### config.mk
export PLATFORM = sky130hd
export DESIGN_NAME = serial_port
export DESIGN_NICKNAME = d
export VERILOG_FILES = /design/src/rtl/serial_port.sv
export SDC_FILE = /design/constraint.sdc
export NUM_CORES = 1
export LEC_CHECK = 0
export CAP_MARGIN = 10
export CORE_UTILIZATION = 61
export DETAILED_ROUTE_END_ITERATION = 8
export PLACE_DENSITY = 0.83
export SYNTH_ARGS = -nofsm -noshare
export SYNTH_HDL_FRONTEND = slang
export SYNTH_SLANG_ARGS = --single-unit
### constraint.sdc
create_clock -name clock -period 4.69 [get_ports clock]
set_input_delay 0.469 -clock clock [delete_from_list [all_inputs] [get_ports clock]]
set_output_delay 0.469 -clock clock [all_outputs]
set_load 0.03 [all_outputs]
### src/rtl/serial_port.sv
// Processor-facing UART bridge: TX/RX byte FIFOs in front of an 8N1 transmitter and a
// midpoint-sampling receiver with a two-flop input synchroniser.
module serial_port_fifo #(
   parameter int DEPTH = 4
) (
   input  logic       clock,
   input  logic       reset,
   input  logic       push_i,
   input  logic [7:0] data_i,
   input  logic       pop_i,
   output logic [7:0] data_o,
   output logic       empty_o,
   output logic       full_o
);
   localparam int AW = $clog2(DEPTH);

   logic [7:0]    mem_q [DEPTH];
   logic [AW-1:0] wr_q;
   logic [AW-1:0] rd_q;
   logic [AW:0]   cnt_q;
   logic          push_ok;
   logic          pop_ok;

   assign empty_o = (cnt_q == '0);
   assign full_o  = (cnt_q == (AW+1)'(DEPTH));
   assign pop_ok  = pop_i && !empty_o;
   // a pop on the same edge frees the slot, so a push into a full FIFO still lands
   assign push_ok = push_i && (!full_o || pop_ok);
   assign data_o  = mem_q[rd_q];

   always_ff @(posedge clock or posedge reset) begin
      if (reset) begin
         wr_q  <= '0;
         rd_q  <= '0;
         cnt_q <= '0;
         for (int i = 0; i < DEPTH; i++) mem_q[i] <= 8'h00;
      end else begin
         if (push_ok) begin
            mem_q[wr_q] <= data_i;
            wr_q        <= wr_q + AW'(1);
         end
         if (pop_ok) rd_q <= rd_q + AW'(1);
         if (push_ok && !pop_ok)      cnt_q <= cnt_q + (AW+1)'(1);
         else if (pop_ok && !push_ok) cnt_q <= cnt_q - (AW+1)'(1);
      end
   end
endmodule

module serial_port #(
   parameter int CLKS_PER_BIT = 434,
   parameter int FIFO_DEPTH   = 4
) (
   input  logic       clock,
   input  logic       reset,
   input  logic [7:0] wr_data_in,
   input  logic       wren_in,
   input  logic       rden_in,
   output logic [7:0] rd_data_out,
   output logic       valid_out,
   output logic       ready_out,
   input  logic       uart_rx_in,
   output logic       uart_tx_out,
   output logic       rx_frame_err_out
);
   localparam int CW = $clog2(CLKS_PER_BIT);
   localparam logic [CW-1:0] BIT_TC  = CW'(CLKS_PER_BIT - 1);
   localparam logic [CW-1:0] HALF_TC = CW'(CLKS_PER_BIT / 2 - 1);

   typedef enum logic [1:0] {IDLE = 2'd0, START = 2'd1, DATA = 2'd2, STOP = 2'd3} state_e;

   state_e        tx_state_q;
   logic [CW-1:0] tx_cnt_q;
   logic [7:0]    tx_shift_q;
   logic [2:0]    tx_bit_q;
   logic          tx_line_q;
   logic [7:0]    tx_head;
   logic          tx_empty;
   logic          tx_full;
   logic          tx_pop;

   state_e        rx_state_q;
   logic [CW-1:0] rx_cnt_q;
   logic [7:0]    rx_shift_q;
   logic [2:0]    rx_bit_q;
   logic          rx_meta_q;
   logic          rx_sync_q;
   logic          rx_prev_q;
   logic          rx_err_q;
   logic          rx_empty;
   logic          rx_full;
   logic          rx_push;

   assign tx_pop = !tx_empty &&
                   (tx_state_q == IDLE || (tx_state_q == STOP && tx_cnt_q == '0));

   serial_port_fifo #(.DEPTH(FIFO_DEPTH)) u_tx_fifo (
      .clock(clock), .reset(reset), .push_i(wren_in), .data_i(wr_data_in),
      .pop_i(tx_pop), .data_o(tx_head), .empty_o(tx_empty), .full_o(tx_full)
   );

   always_ff @(posedge clock or posedge reset) begin
      if (reset) begin
         tx_state_q <= IDLE;
         tx_cnt_q   <= '0;
         tx_shift_q <= 8'h00;
         tx_bit_q   <= 3'd0;
         tx_line_q  <= 1'b1;
      end else begin
         case (tx_state_q)
            IDLE, STOP: begin
               if (tx_state_q == STOP && tx_cnt_q != '0) begin
                  tx_cnt_q <= tx_cnt_q - CW'(1);
               end else if (tx_pop) begin
                  tx_shift_q <= tx_head;
                  tx_line_q  <= 1'b0;
                  tx_cnt_q   <= BIT_TC;
                  tx_state_q <= START;
               end else begin
                  tx_state_q <= IDLE;
               end
            end
            START, DATA: begin
               if (tx_cnt_q != '0) begin
                  tx_cnt_q <= tx_cnt_q - CW'(1);
               end else begin
                  tx_cnt_q <= BIT_TC;
                  if (tx_state_q == DATA && tx_bit_q == 3'd7) begin
                     tx_line_q  <= 1'b1;
                     tx_state_q <= STOP;
                  end else begin
                     tx_line_q  <= tx_shift_q[0];
                     tx_shift_q <= {1'b0, tx_shift_q[7:1]};
                     tx_bit_q   <= (tx_state_q == START) ? 3'd0 : tx_bit_q + 3'd1;
                     tx_state_q <= DATA;
                  end
               end
            end
            default: tx_state_q <= IDLE;
         endcase
      end
   end

   assign rx_push = (rx_state_q == STOP) && (rx_cnt_q == '0) && rx_sync_q &&
                    (!rx_full || (rden_in && !rx_empty));

   serial_port_fifo #(.DEPTH(FIFO_DEPTH)) u_rx_fifo (
      .clock(clock), .reset(reset), .push_i(rx_push), .data_i(rx_shift_q),
      .pop_i(rden_in), .data_o(rd_data_out), .empty_o(rx_empty), .full_o(rx_full)
   );

   // rx_prev_q trails the synchroniser so the falling edge is seen on clean samples only
   always_ff @(posedge clock or posedge reset) begin
      if (reset) begin
         rx_meta_q  <= 1'b1;
         rx_sync_q  <= 1'b1;
         rx_prev_q  <= 1'b1;
         rx_state_q <= IDLE;
         rx_cnt_q   <= '0;
         rx_shift_q <= 8'h00;
         rx_bit_q   <= 3'd0;
         rx_err_q   <= 1'b0;
      end else begin
         rx_meta_q <= uart_rx_in;
         rx_sync_q <= rx_meta_q;
         rx_prev_q <= rx_sync_q;
         rx_err_q  <= 1'b0;
         case (rx_state_q)
            IDLE: begin
               if (rx_prev_q && !rx_sync_q) begin
                  rx_cnt_q   <= HALF_TC;
                  rx_state_q <= START;
               end
            end
            START: begin
               if (rx_cnt_q != '0) begin
                  rx_cnt_q <= rx_cnt_q - CW'(1);
               end else if (rx_sync_q) begin
                  rx_state_q <= IDLE;
               end else begin
                  rx_cnt_q   <= BIT_TC;
                  rx_bit_q   <= 3'd0;
                  rx_state_q <= DATA;
               end
            end
            DATA: begin
               if (rx_cnt_q != '0) begin
                  rx_cnt_q <= rx_cnt_q - CW'(1);
               end else begin
                  rx_shift_q <= {rx_sync_q, rx_shift_q[7:1]};
                  rx_cnt_q   <= BIT_TC;
                  rx_bit_q   <= rx_bit_q + 3'd1;
                  if (rx_bit_q == 3'd7) rx_state_q <= STOP;
               end
            end
            STOP: begin
               if (rx_cnt_q != '0) begin
                  rx_cnt_q <= rx_cnt_q - CW'(1);
               end else begin
                  rx_err_q   <= !rx_sync_q;
                  rx_state_q <= IDLE;
               end
            end
            default: rx_state_q <= IDLE;
         endcase
      end
   end

   assign uart_tx_out      = tx_line_q;
   assign ready_out        = !tx_full;
   assign valid_out        = !rx_empty;
   assign rx_frame_err_out = rx_err_q;
endmodule
==> results.sh <==
export IMPL_status="completed"
export IMPL_antenna_cells=0
export IMPL_postCtsSetupRepairBufs=0
export IMPL_place_inst=623
export IMPL_antenna_found_initial=0
export IMPL_ys_ff_latch=127
export IMPL_htreeDepth=4
export IMPL_drc=0
export IMPL_vdd_drop_max_mv=0.4193
export IMPL_grt_pass1_vias=4240
export IMPL_fin_skew_ns=0.009819
export IMPL_ctsResizeCount=0
export IMPL_grt_overflow=0
export IMPL_cts_hold_buf=0
export IMPL_holdPathStages=1
export IMPL_seq_power_share=0.423
export IMPL_dp_hpwl_mm=7.837
export IMPL_fp_dieH_um=104.3
export IMPL_max_freq_mhz=340.1
export IMPL_rows=36
export IMPL_post_route_cell_area_um2=7196
export IMPL_regArea_um2=3183
export IMPL_cts_buffers=17
export IMPL_cts_tree="done"
export IMPL_routed_wl_mm=12.16
export IMPL_slew_headroom=0.3376
export IMPL_start_kind="register"
export IMPL_combPwrFrac=0.270
export IMPL_die_width_um=104.3
export IMPL_synth_edff_count=0
export IMPL_synthArstFlopShare=1.000
export IMPL_multi_input_area_um2=2993
export IMPL_gp_congestion=0.8119
export IMPL_fin_crit_sh=0.6269
export IMPL_wl_per_cell_um=18.56
export IMPL_cts_root_buf="clkbuf_8"
export IMPL_crit_arrival_ns=2.47
export IMPL_sw_frac_of_total=0.3195
export IMPL_final_antenna_net_count=0
export IMPL_p_clk_frac=0.307
export IMPL_syn_nets=522
export IMPL_hp_class="in2reg"
export IMPL_cp_required_ns=4.22
export IMPL_internal_power_mw=2.507
export IMPL_drv_slew=0
export IMPL_p_per_area_nw_per_um2=512.0
export IMPL_worstMarginPinSlew_ns=0.9870
export IMPL_yosys_warnings=0
export IMPL_setup_viol=0
export IMPL_nFillCells=620
export IMPL_clk_pin_slew_ns=0.06
export IMPL_cp_end_kind="primary output"
export IMPL_ys_types=65
export IMPL_grt_max_degree=63
export IMPL_setup_tns_ns=0
export IMPL_stdcell_count=655
export IMPL_reg2reg_depth=11
export IMPL_start_util=0.6409
export IMPL_finalHoldViolCount=0
export IMPL_drt_pass1_iterations=5
export IMPL_io_pins=25
export IMPL_layout_nets=551
export IMPL_port_buffers=24
export IMPL_clock_sinks=127
export IMPL_drv_cap=0
export IMPL_viasPerCell=6.078
export IMPL_area_growth_pct=12.79
export IMPL_switchingPower_mw=1.177
export IMPL_core_area_um2=9955
export IMPL_grt_pass1_wl_mm=20.80
export IMPL_syn_inst=480
export IMPL_clockBufferDepth=2
export IMPL_p_leak_nw=3.316
export IMPL_gr_usage_all_layers=0.2497
export IMPL_die_area_um2=10870
export IMPL_cp_max_fo=10
export IMPL_period_needed_ns=2.940
export IMPL_placed_cell_area_um2=6686
export IMPL_seq_area_frac_synth=0.4989
export IMPL_path_class="reg2out"
export IMPL_ys_flop_type="dfrtp_1"
export IMPL_drt_iter0_drc=148
export IMPL_avgSynthCellArea_um2=13.29
export IMPL_drive_gt1_frac=0.2682
export IMPL_clk_latency_ns=0.53
export IMPL_vias=3981
export IMPL_syn_area_um2=6380
export IMPL_rsz0062_at_grt="no"
export IMPL_holdWs_ns=0.3497
==> power groups by stage <==
stage | registers, mW | clock network, mW | logic (mW)
5_1_grt | 1.59 | 1.20 | 1.10
2_1_floorplan | 1.48 | 0 | 0.861
3_5_place_dp | 1.57 | 0 | 0.980
4_1_cts | 1.56 | 1.15 | 1.00
3_3_place_gp | 1.55 | 0 | 0.930
6_report | 1.56 | 1.13 | 0.994
==> area by class of cell <==
cell class                 instances  area share
timing repair buffer              26     0.03547
inverter                          23     0.01235
multi-input combinational        314      0.4159
clock inverter                    10    0.009216
clock buffer                      22     0.06155
sequential                       127      0.4424
tap                              133     0.02313
==> registers in the layout (all words and copies together), names as in the netlist, named ones only <==
signal and count:
rx_bit_q 3, rx_cnt_q 9, rx_frame_err_out 1, rx_meta_q 1, rx_prev_q 1, rx_shift_q 8, rx_state_q 1, rx_sync_q 1
tx_bit_q 3, tx_cnt_q 9, tx_shift_q 8, tx_state_q 2, u_rx_fifo.cnt_q 3, u_rx_fifo.mem_q 32, u_rx_fifo.rd_q 2, u_rx_fifo.wr_q 2
u_tx_fifo.cnt_q 3, u_tx_fifo.mem_q 32, u_tx_fifo.rd_q 2, u_tx_fifo.wr_q 2, uart_tx_out 1
==> critical path: stages (launching register included) <==
cell and delay (ns):
dfrtp_1 0.73, mux4_2 0.60, clkdlybuf4s50_1 0.61
==> routing by layer <==
layer	share of wire	wire length [um]	global-route usage	up-vias
met5	0	0	0	-
met4	0.015	184	0.08878	0
met3	0.039	477	0.07331	18
met2	0.51	6189	0.4082	93
met1	0.44	5307	0.3171	2061
li1	-	-	-	1809
==> metrics by stage <==
stage | setup WS, ns | utilization | power [mW]
after global placement | 2.103 | 0.6717 | 2.476
after floorplan | 0.8433 | - | 2.337
after global routing | 1.635 | 0.7229 | 3.894
after detailed placement | 2.016 | 0.6717 | 2.546
after CTS | 1.697 | 0.7229 | 3.707
final | 1.750 | 0.7229 | 3.684
==> layout by cell type, fill, tap and decap left out, drive strengths merged, types with 3 or more instances in the layout <==
cell / instances
nand2b: 3
xor2: 5
and2: 6
clkbuf: 22
nor3b: 3
inv: 24
nor4: 5
a21oi: 17
a21o: 4
nand3: 9
nand2: 31
mux2: 75
a2bb2oi: 5
nor3: 7
ha: 27
mux4: 16
nor2: 18
o21ai: 18
o22ai: 7
clkinv: 7
xnor2: 12
o211ai: 3
a2111oi: 3
nand4: 3
dfstp: 4
clkdlybuf4s50: 24
dfrtp: 123
==> worst paths after layout <==
path,from,slack [ns],to
worst max-delay path,u_rx_fifo.rd_q[0],1.75,rd_data_out[7]
worst min-delay path,uart_rx_in,0.35,rx_meta_q
worst max register to register,tx_cnt_q[0],1.96,u_tx_fifo.cnt_q[2]
worst min register to register,rx_meta_q,0.36,rx_sync_q
max in group asynchronous,reset,3.27,tx_shift_q[4]
min in group asynchronous,reset,0.42,async pin
==> synth_stat cells (6+ instances only) <==
cell	count	share of area
clkbuf_1	6	0.0035
mux2_2	43	0.076
mux4_2	16	0.056
a21oi_1	17	0.013
mux2_4	32	0.075
inv_1	23	0.014
and2_1	6	0.0059
nand3_1	9	0.0071
dfrtp_1	123	0.48
ha_1	27	0.053
nor3_1	7	0.0055
o22ai_1	7	0.0069
xnor2_1	12	0.016
nand2_1	27	0.016
o21ai_0	16	0.013
nor2_1	17	0.010
==> kinds of logic (layout without fill, tap and decap cells) <==
group                    Yosys count  in the layout  synth area share
AO/OA/AOI/OAI                     79             79           0.08747
XOR/XNOR                          17             17           0.02334
adder cells (fa/ha/maj)           29             29           0.05923
buffers and inverters             39             81           0.03196
flip-flops                       127            127            0.4989
multiplexers                      92             92            0.2093
AND/OR/NAND/NOR                   97             97           0.08982
(Power assumes the default switching activity.)
